## config.mk

```make
export PLATFORM = sky130hd
export DESIGN_NAME = pc_stack16
export DESIGN_NICKNAME = d
export VERILOG_FILES = /design/src/rtl/pc_stack16.sv
export SDC_FILE = /design/constraint.sdc
export NUM_CORES = 1
export LEC_CHECK = 0
export CAP_MARGIN = 5
export CORE_MARGIN = 4
export CORE_UTILIZATION = 50
export DETAILED_ROUTE_END_ITERATION = 10
export PLACE_DENSITY = 0.71
export SLEW_MARGIN = 20
export SYNTH_ARGS = -nofsm -noshare
export SYNTH_HDL_FRONTEND = slang
export SYNTH_SLANG_ARGS = --single-unit
```

## constraint.sdc

```tcl
create_clock -name clk -period 3 [get_ports clk]
set_input_delay 0.75 -clock clk [delete_from_list [all_inputs] [get_ports clk]]
set_output_delay 0.75 -clock clk [all_outputs]
set_load 0.03 [all_outputs]
```

## src/rtl/pc_stack16.sv

```systemverilog
// Registered program counter with a hardware return-address stack.
// One action per enabled cycle: ret > call > br_taken > increment.
module pc_stack16 #(
  parameter int unsigned      WIDTH    = 16,
  parameter int unsigned      DEPTH    = 4,
  parameter logic [WIDTH-1:0] RESET_PC = '0
) (
  input  logic                       clk,
  input  logic                       rst,
  input  logic                       pc_en,
  input  logic                       br_taken,
  input  logic [WIDTH-1:0]           br_addr,
  input  logic                       call,
  input  logic                       ret,
  input  logic                       err_clr,
  output logic [WIDTH-1:0]           pc_out,
  output logic                       stk_empty,
  output logic                       stk_full,
  output logic [$clog2(DEPTH+1)-1:0] stk_depth,
  output logic                       stk_err
);

  localparam int unsigned CntW = $clog2(DEPTH + 1);
  localparam int unsigned PtrW = $clog2(DEPTH);

  logic [WIDTH-1:0] pc_q, pc_d;
  logic [CntW-1:0]  cnt_q, cnt_d;
  logic             err_q, err_d;
  logic [WIDTH-1:0] stack_q [DEPTH];

  logic [WIDTH-1:0] pc_inc;
  logic [PtrW-1:0]  top_idx;
  logic [PtrW-1:0]  push_idx;
  logic             cnt_empty;
  logic             cnt_full;
  logic             push;

  assign pc_inc    = pc_q + WIDTH'(1);
  assign cnt_empty = (cnt_q == '0);
  assign cnt_full  = (cnt_q == CntW'(DEPTH));
  assign top_idx   = PtrW'(cnt_q - CntW'(1));
  assign push_idx  = PtrW'(cnt_q);

  always_comb begin
    pc_d  = pc_q;
    cnt_d = cnt_q;
    // A new error event in the same cycle overrides err_clr.
    err_d = err_q & ~err_clr;
    push  = 1'b0;
    if (pc_en) begin
      if (ret) begin
        if (!cnt_empty) begin
          pc_d  = stack_q[top_idx];
          cnt_d = cnt_q - CntW'(1);
        end else begin
          pc_d  = pc_inc;
          err_d = 1'b1;
        end
      end else if (call) begin
        pc_d = br_addr;
        if (!cnt_full) begin
          push  = 1'b1;
          cnt_d = cnt_q + CntW'(1);
        end else begin
          err_d = 1'b1;
        end
      end else if (br_taken) begin
        pc_d = br_addr;
      end else begin
        pc_d = pc_inc;
      end
    end
  end

  always_ff @(posedge clk or posedge rst) begin
    if (rst) begin
      pc_q  <= RESET_PC;
      cnt_q <= '0;
      err_q <= 1'b0;
    end else begin
      pc_q  <= pc_d;
      cnt_q <= cnt_d;
      err_q <= err_d;
    end
  end

  // Stack storage is not reset; entries at or above the count are never read.
  always_ff @(posedge clk) begin
    if (push && !rst) begin
      stack_q[push_idx] <= pc_inc;
    end
  end

  assign pc_out    = pc_q;
  assign stk_empty = cnt_empty;
  assign stk_full  = cnt_full;
  assign stk_depth = cnt_q;
  assign stk_err   = err_q;

endmodule

```

==> results.cfg, run 1 <==
[critical_path]
crit_chain = inv_1 -> ha_2 -> nand2_1 -> inv_1 -> clkdlybuf4s50_1
critPathKind = reg -> out
crit_buf_inv = 3
worstPathRequired_ns = 2.25
cp-end-kind = output port
r2r-start = stk_depth[0]$_DFFE_PP0P_
r2r.worst_path.cells = 8
crit_path_max_fanout = 7
r2r-end = pc_out[9]$_DFFE_PP0P_
max_stage_delay_ns = 0.67
regToRegSetupSlack_ns = 0.70
crit_family = buffers and inverters
slowest_stage = clkdlybuf4s50_1
start_kind = flop
cp_data_arrival_time_ns = 2.10
crit_path_frequent_cell = inv_1

[logic_synthesis]
synth-seq-cells = 84
synth_area_leaders = edfxtp_1 (45%), dfrtp_1 (12%), mux4_2 (7.4%)
syn_avg_cell_area_um2 = 12.4
synthCells = 345
syn-num-nets = 374
syn_area_um2 = 4280
synth_top_area_cell = edfxtp_1
synth_warnings = 0
postSynth.asyncResetShare = 0.238
synth.top_cell.area_share = 0.449
synth_edf_count = 64
synth_flop_cell = edfxtp_1
yosysSeqAreaShare = 0.566
synth_cell_type_count = 57

[clock_tree]
root_buffer = clkbuf_8
path_clk_slew_ns = 0.09
numCtsBuffers = 9
clockBufferDepth = 2
htreeDepth = 3
insertion_delay_ns = 0.36
cts_hold_buf = 0
cts_tree = built
post_cts_buffers = 0
cts_resized = 0
cts.sinks = 84

[global_routing]
met3_usage = 0.0401
antenna_found_initial = 0
grt_max_degree = 28
grt_pass1_vias = 3080
busiest_layer = met2
grtUsageMet2 = 0.345
overflow = 0
grt_use_total = 0.230
grt_pass1_wl_um = 17400
globalRouteMet1Util = 0.328

[drt]
drt_wl_total_um = 11000
routedWlPerCell_um = 21.7
dr_total_vias = 3209
ant_nets = 0
drc = 0
dr.first_iter.drc_count = 320
viasPerCell = 6.32
drt-pass1-iter-count = 5

[sta]
finalSetupViolations = 0
setup-tns-final_ns = 0
fin_hold_ws_ns = 0.548
fin_crit_sh = 0.950
rsz0062_at_grt = no
tightest_slew_ns = 0.639
finalMaxSlewViolations = 0
period_needed_ns = 2.85
maxSlewHeadroom = 0.570
fmax_ghz = 0.351
final.setup_skew_ns = 0.00504
hold_viol = 0

[floorplanning]
die_x_um = 101
ioPinCount = 45
fp-row-count = 33
fp.dieH_um = 101
die_area_um2 = 10100
start_util = 0.518
core_area_um2 = 8260

[hold_path]
hold_start = stk_err$_DFF_PP0_
whs_path_depth = 2
holdCritPathClass = reg -> reg
hold-path-endpoint = stk_err$_DFF_PP0_

[finish]
stdcell_area_um2 = 5050
n_antenna_cell = 0
drive_above_1_share = 0.156
fin_nets = 427
syn_to_final_growth_pct = 17.9

[flow_run]
max_cap_viol_count = 0

[placed_design]
dpl_cell_area_um2 = 4860
io_buffers = 44
gp_congestion = 0.855
dpl.hpwl_um = 7880

[status]
status = completed

[pwr]
p_per_area_nw_per_um2 = 928
p_leak_uw = 0.00183
ir_drop_mv = 0.563
routing by layer:
metal / part of all wire / routed length [µm] / vias to the layer above
met5: 0 / 0 / -
met4: 0.037 / 404 / 0
met3: 0.094 / 1040 / 30
met2: 0.46 / 5080 / 194
met1: 0.41 / 4500 / 1561
li1: - / - / 1424
synth_stat cells (2+ instances only):
master,instances
buf_6,5
o21ai_0,21
edfxtp_1,64
nand4_1,8
nor3_1,7
o221ai_1,3
o21a_1,3
xor2_1,5
a31oi_1,4
and2_1,4
a22oi_1,3
clkbuf_1,8
o311ai_0,2
xnor2_1,10
nand2_1,30
inv_1,15
nand2b_1,2
nor2b_1,3
dfrtp_1,20
and3_1,4
buf_2,6
o31ai_1,8
mux2i_1,6
a221oi_1,2
a221o_1,2
ha_1,6
mux4_2,14
and4_1,2
a32oi_1,2
buf_4,3
o22ai_1,3
nor2_1,13
a21oi_1,17
nand3_1,17
area by class of cell:
type / instances / area, µm²
Clock buffer: 9 / 124
Timing Repair Buffer: 66 / 606
Sequential cell: 84 / 2420
Clock inverter: 7 / 57.6
Tap cell: 105 / 131
Inverter: 16 / 60.1
Multi-Input combinational cell: 221 / 1650
Fill cell: 652 / 3210
worst reg2reg max path: stages (launching register included):
cell and delay [ns]:
dfrtp_1 0.39, inv_1 0.20, ha_2 0.31, nand2b_1 0.09
buf_4 0.22, nand2_1 0.30, nor3_1 0.12, a2111oi_0 0.46
o2bb2ai_1 0.10
sequential cells by signal, indices dropped and copies added (netlist names):
name	count
pc_out	16
stk_depth	3
stack_q	64
stk_err	1
stage by stage:
| stage | worst slack [ns] | total power [µW] | std cells | util |
|---|---|---|---|---|
| finish | 0.151 | 4680 | 508 | 0.611 |
| global route | 0.0324 | 4940 | 508 | 0.611 |
| CTS | 0.0878 | 4680 | 508 | 0.611 |
| detailed placement | 0.271 | 3930 | 492 | 0.589 |
| global placement | 0.325 | 3920 | 492 | 0.589 |
| floorplan | 0.354 | 3200 | 345 | - |
how the worst max path moves through the flow:
| stage | startpoint | end | slack [ns] | cells past startpoint |
|---|---|---|---|---|
| 3_3_place_gp | call | stack_q[3][10]$_DFFE_PP_ | 0.33 | 6 |
| 4_1_cts | stk_depth[0]$_DFFE_PP0P_ | stk_full | 0.09 | 5 |
| 3_5_place_dp | call | stack_q[3][10]$_DFFE_PP_ | 0.27 | 6 |
| 6_report | stk_depth[0]$_DFFE_PP0P_ | stk_full | 0.15 | 5 |
| 2_1_floorplan | stk_depth[0]$_DFFE_PP0P_ | pc_out[10]$_DFFE_PP0P_ | 0.35 | 9 |
| 5_1_grt | stk_depth[0]$_DFFE_PP0P_ | stk_full | 0.03 | 5 |
power by group:
group | switching, µW | internal, µW | leakage (µW) | total (µW)
logic | 1220 | 908 | 0.000925 | 2130
registers | 266 | 1550 | 0.000819 | 1810
clock network | 431 | 312 | 0.0000881 | 742
total | 1920 | 2770 | 0.00183 | 4680
kinds of logic (layout without fill, tap and decap cells):
family | Yosys count | in the layout | synth area share
flip-flops | 84 | 84 | 0.566
buffers and inverters | 40 | 98 | 0.0506
multiplexers | 21 | 21 | 0.0903
AND/OR/NAND/NOR | 99 | 99 | 0.121
XOR/XNOR | 15 | 15 | 0.0307
AO/OA/AOI/OAI | 80 | 80 | 0.124
adder cells (fa/ha/maj) | 6 | 6 | 0.0175
layout by cell type, fill, tap and decap left out, drive strengths merged, types with 4 or more instances in the layout:
master and n:
xnor2 10, buf 22, nand4 8, nand3 18
nor3 7, and2 4, dfrtp 20, nand2 30
edfxtp 64, clkbuf 9, inv 18, a31oi 4
clkdlybuf4s50 44, o21ai 21, mux4 14, ha 6
xor2 5, nor2 13, mux2i 6, o31ai 8
and3 5, a21oi 17
(Power assumes the default switching activity.)
==> run 2: changes to the inputs <==
--- a/config.mk
+++ b/config.mk
@@ -8,6 +8,7 @@
 export CAP_MARGIN = 5
 export CORE_MARGIN = 4
 export CORE_UTILIZATION = 50
+export CTS_CLUSTER_SIZE = 30
 export DETAILED_ROUTE_END_ITERATION = 10
 export PLACE_DENSITY = 0.71
 export SLEW_MARGIN = 20
==> results of run 2 <==
No change in the layout: final DEF, timing and power equal those of run 1.
==> run 3: changes to the inputs <==
--- a/config.mk
+++ b/config.mk
@@ -6,11 +6,13 @@
 export NUM_CORES = 1
 export LEC_CHECK = 0
 export CAP_MARGIN = 5
+export CELL_PAD_IN_SITES_DETAIL_PLACEMENT = 0
+export CELL_PAD_IN_SITES_GLOBAL_PLACEMENT = 1
 export CORE_MARGIN = 4
-export CORE_UTILIZATION = 50
+export CORE_UTILIZATION = 46
 export CTS_CLUSTER_SIZE = 30
 export DETAILED_ROUTE_END_ITERATION = 10
-export PLACE_DENSITY = 0.71
+export PLACE_DENSITY = 0.79
 export SLEW_MARGIN = 20
 export SYNTH_ARGS = -nofsm -noshare
 export SYNTH_HDL_FRONTEND = slang
==> results.cfg, run 3 (same netlist as run 1, synthesis figures left out) <==
[pwr]
p_per_area_nw_per_um2 = 969
pwr-share-clk = 0.189
p_sw_uw = 1990
combPwrFrac = 0.443
intPower_uw = 2950
ir_drop_mv = 0.442
p_sw_frac = 0.403
sequentialPowerShare = 0.368
p_leak_uw = 0.00186

[sta]
maxSlewHeadroom = 0.521
tightest_slew_ns = 0.718
fin_hold_ws_ns = 0.543
fmax_ghz = 0.362
final.setup_skew_ns = 0.0191
rsz0062_at_grt = no
finalSetupViolations = 0
finalMaxSlewViolations = 0
setup-tns-final_ns = 0
period_needed_ns = 2.76
fin_crit_sh = 0.921
hold_viol = 0

[drt]
drc = 0
drt-pass1-iter-count = 5
dr.first_iter.drc_count = 197
routedWlPerCell_um = 21.7
viasPerCell = 6.18
dr_total_vias = 3132
ant_nets = 0
drt_wl_total_um = 11000

[floorplanning]
die_area_um2 = 10900
start_util = 0.482
ioPinCount = 45
die_x_um = 104
core_area_um2 = 8890
fp-row-count = 34
fp.dieH_um = 104

[critical_path]
max_stage_delay_ns = 0.66
start_kind = flop
cp_data_arrival_time_ns = 2.01
crit_path_max_fanout = 5
cp-end-kind = output port
crit_buf_inv = 3
crit_path_frequent_cell = inv_1
slowest_stage = clkdlybuf4s50_1
r2r.worst_path.cells = 7
crit_family = buffers and inverters
worstPathRequired_ns = 2.25
crit_chain = inv_1 -> ha_1 -> nand2_1 -> inv_1 -> clkdlybuf4s50_1
r2r-start = stk_depth[1]$_DFFE_PP0P_
regToRegSetupSlack_ns = 0.52
r2r-end = pc_out[9]$_DFFE_PP0P_
critPathKind = reg -> out

[finish]
syn_to_final_growth_pct = 18.9
mostFrequentLayoutCells = edfxtp_1 (64), clkdlybuf4s50_1 (43), nand2_1 (30)
mostFrequentLayoutCell = edfxtp_1
multi_input_area_um2 = 1640
fillCellCount = 732
seq_area_um2 = 2420
fin_nets = 423
drive_above_1_share = 0.145
regMostFlops = stack_q
stdcell_area_um2 = 5090
stdcell_count = 507
post-route-util = 0.573
largest_register_ffs = 64
n_antenna_cell = 0

[clock_tree]
cts_hold_buf = 0
numCtsBuffers = 9
cts.sinks = 84
clockBufferDepth = 2
htreeDepth = 3
insertion_delay_ns = 0.36
root_buffer = clkbuf_8
path_clk_slew_ns = 0.11
cts_tree = built

[placed_design]
gp_congestion = 0.947
dpl.hpwl_um = 7670
io_buffers = 44
dp_cells = 491
dpl_cell_area_um2 = 4860

[hold_path]
hold-path-endpoint = stk_err$_DFF_PP0_
hold_start = stk_err$_DFF_PP0_
whs_path_depth = 2
holdCritPathClass = reg -> reg

[global_routing]
grt_pass1_wl_um = 17500
grt_max_degree = 29
antenna_found_initial = 0
grt_use_total = 0.208
overflow = 0
grt_pass1_vias = 2969

[flow_run]
max_cap_viol_count = 0

[status]
status = completed
[run 3: changes by cell type in the layout (fill, tap and decap cells not counted)]
cell,before,now
buf_4,22,16
buf_12,0,2
bufinv_16,0,2
clkdlybuf4s50_1,44,43
clkinv_2,1,0
clkinv_4,1,0
clkinvlp_4,2,1
dlymetal6s2s_1,0,1
ha_1,5,6
ha_2,1,0
inv_6,2,3
[run 3: cell type report]
type,instances,share of cell area
inverter,16,0.0118
sequential,84,0.476
clock buffer,9,0.0243
tap,108,0.0265
clock inverter,7,0.0206
timing repair buffer,62,0.118
multi-input combinational,221,0.323
[run 3: timing repair]
action	4_1_cts	5_1_grt
endpoints found under the hold margin	0	0
resized for setup	0	1
setup endpoints to repair	0	1
buffers inserted	0	0
[run 3: per-layer routing]
metal / up-vias / GRT usage / part of all wire
met2: 154 / 0.288 / 0.42
met4: 0 / 0.0532 / 0.018
met1: 1546 / 0.332 / 0.48
met3: 16 / 0.0403 / 0.085
li1: 1416 / - / -
met5: - / 0 / 0
[run 3: worst max path at each step]
stage | start | to | slack [ns] | cells past startpoint
final | stk_depth[1]$_DFFE_PP0P_ | stk_full | 0.24 | 5
after CTS | stk_depth[0]$_DFFE_PP0P_ | stk_empty | 0.09 | 5
after floorplan | stk_depth[0]$_DFFE_PP0P_ | pc_out[10]$_DFFE_PP0P_ | 0.35 | 9
after global placement | call | stack_q[3][3]$_DFFE_PP_ | 0.40 | 7
after global routing | stk_depth[1]$_DFFE_PP0P_ | stk_full | 0.12 | 5
after detailed placement | call | stack_q[3][5]$_DFFE_PP_ | 0.36 | 7
[run 3: worst reg2reg max path: stages (launching register included)]
cell and delay [ns]:
dfrtp_1 0.44, inv_1 0.11, ha_1 0.76, buf_4 0.27, mux2i_1 0.18, nor3_1 0.06
a2111oi_0 0.46, o2bb2ai_1 0.09
[run 3: power by group through the flow]
stage | registers, µW | logic, µW | clock network [µW]
floorplan | 1960 | 1240 | 0
global placement | 1830 | 2150 | 0
detailed placement | 1830 | 2160 | 0
CTS | 1810 | 2180 | 954
global route | 1850 | 2340 | 1010
finish | 1820 | 2180 | 934
[run 3: through the flow]
stage,power [µW],worst slack [ns]
finish,4930,0.236
global route,5190,0.119
CTS,4940,0.0872
detailed placement,4000,0.356
global placement,3990,0.404
floorplan,3200,0.354
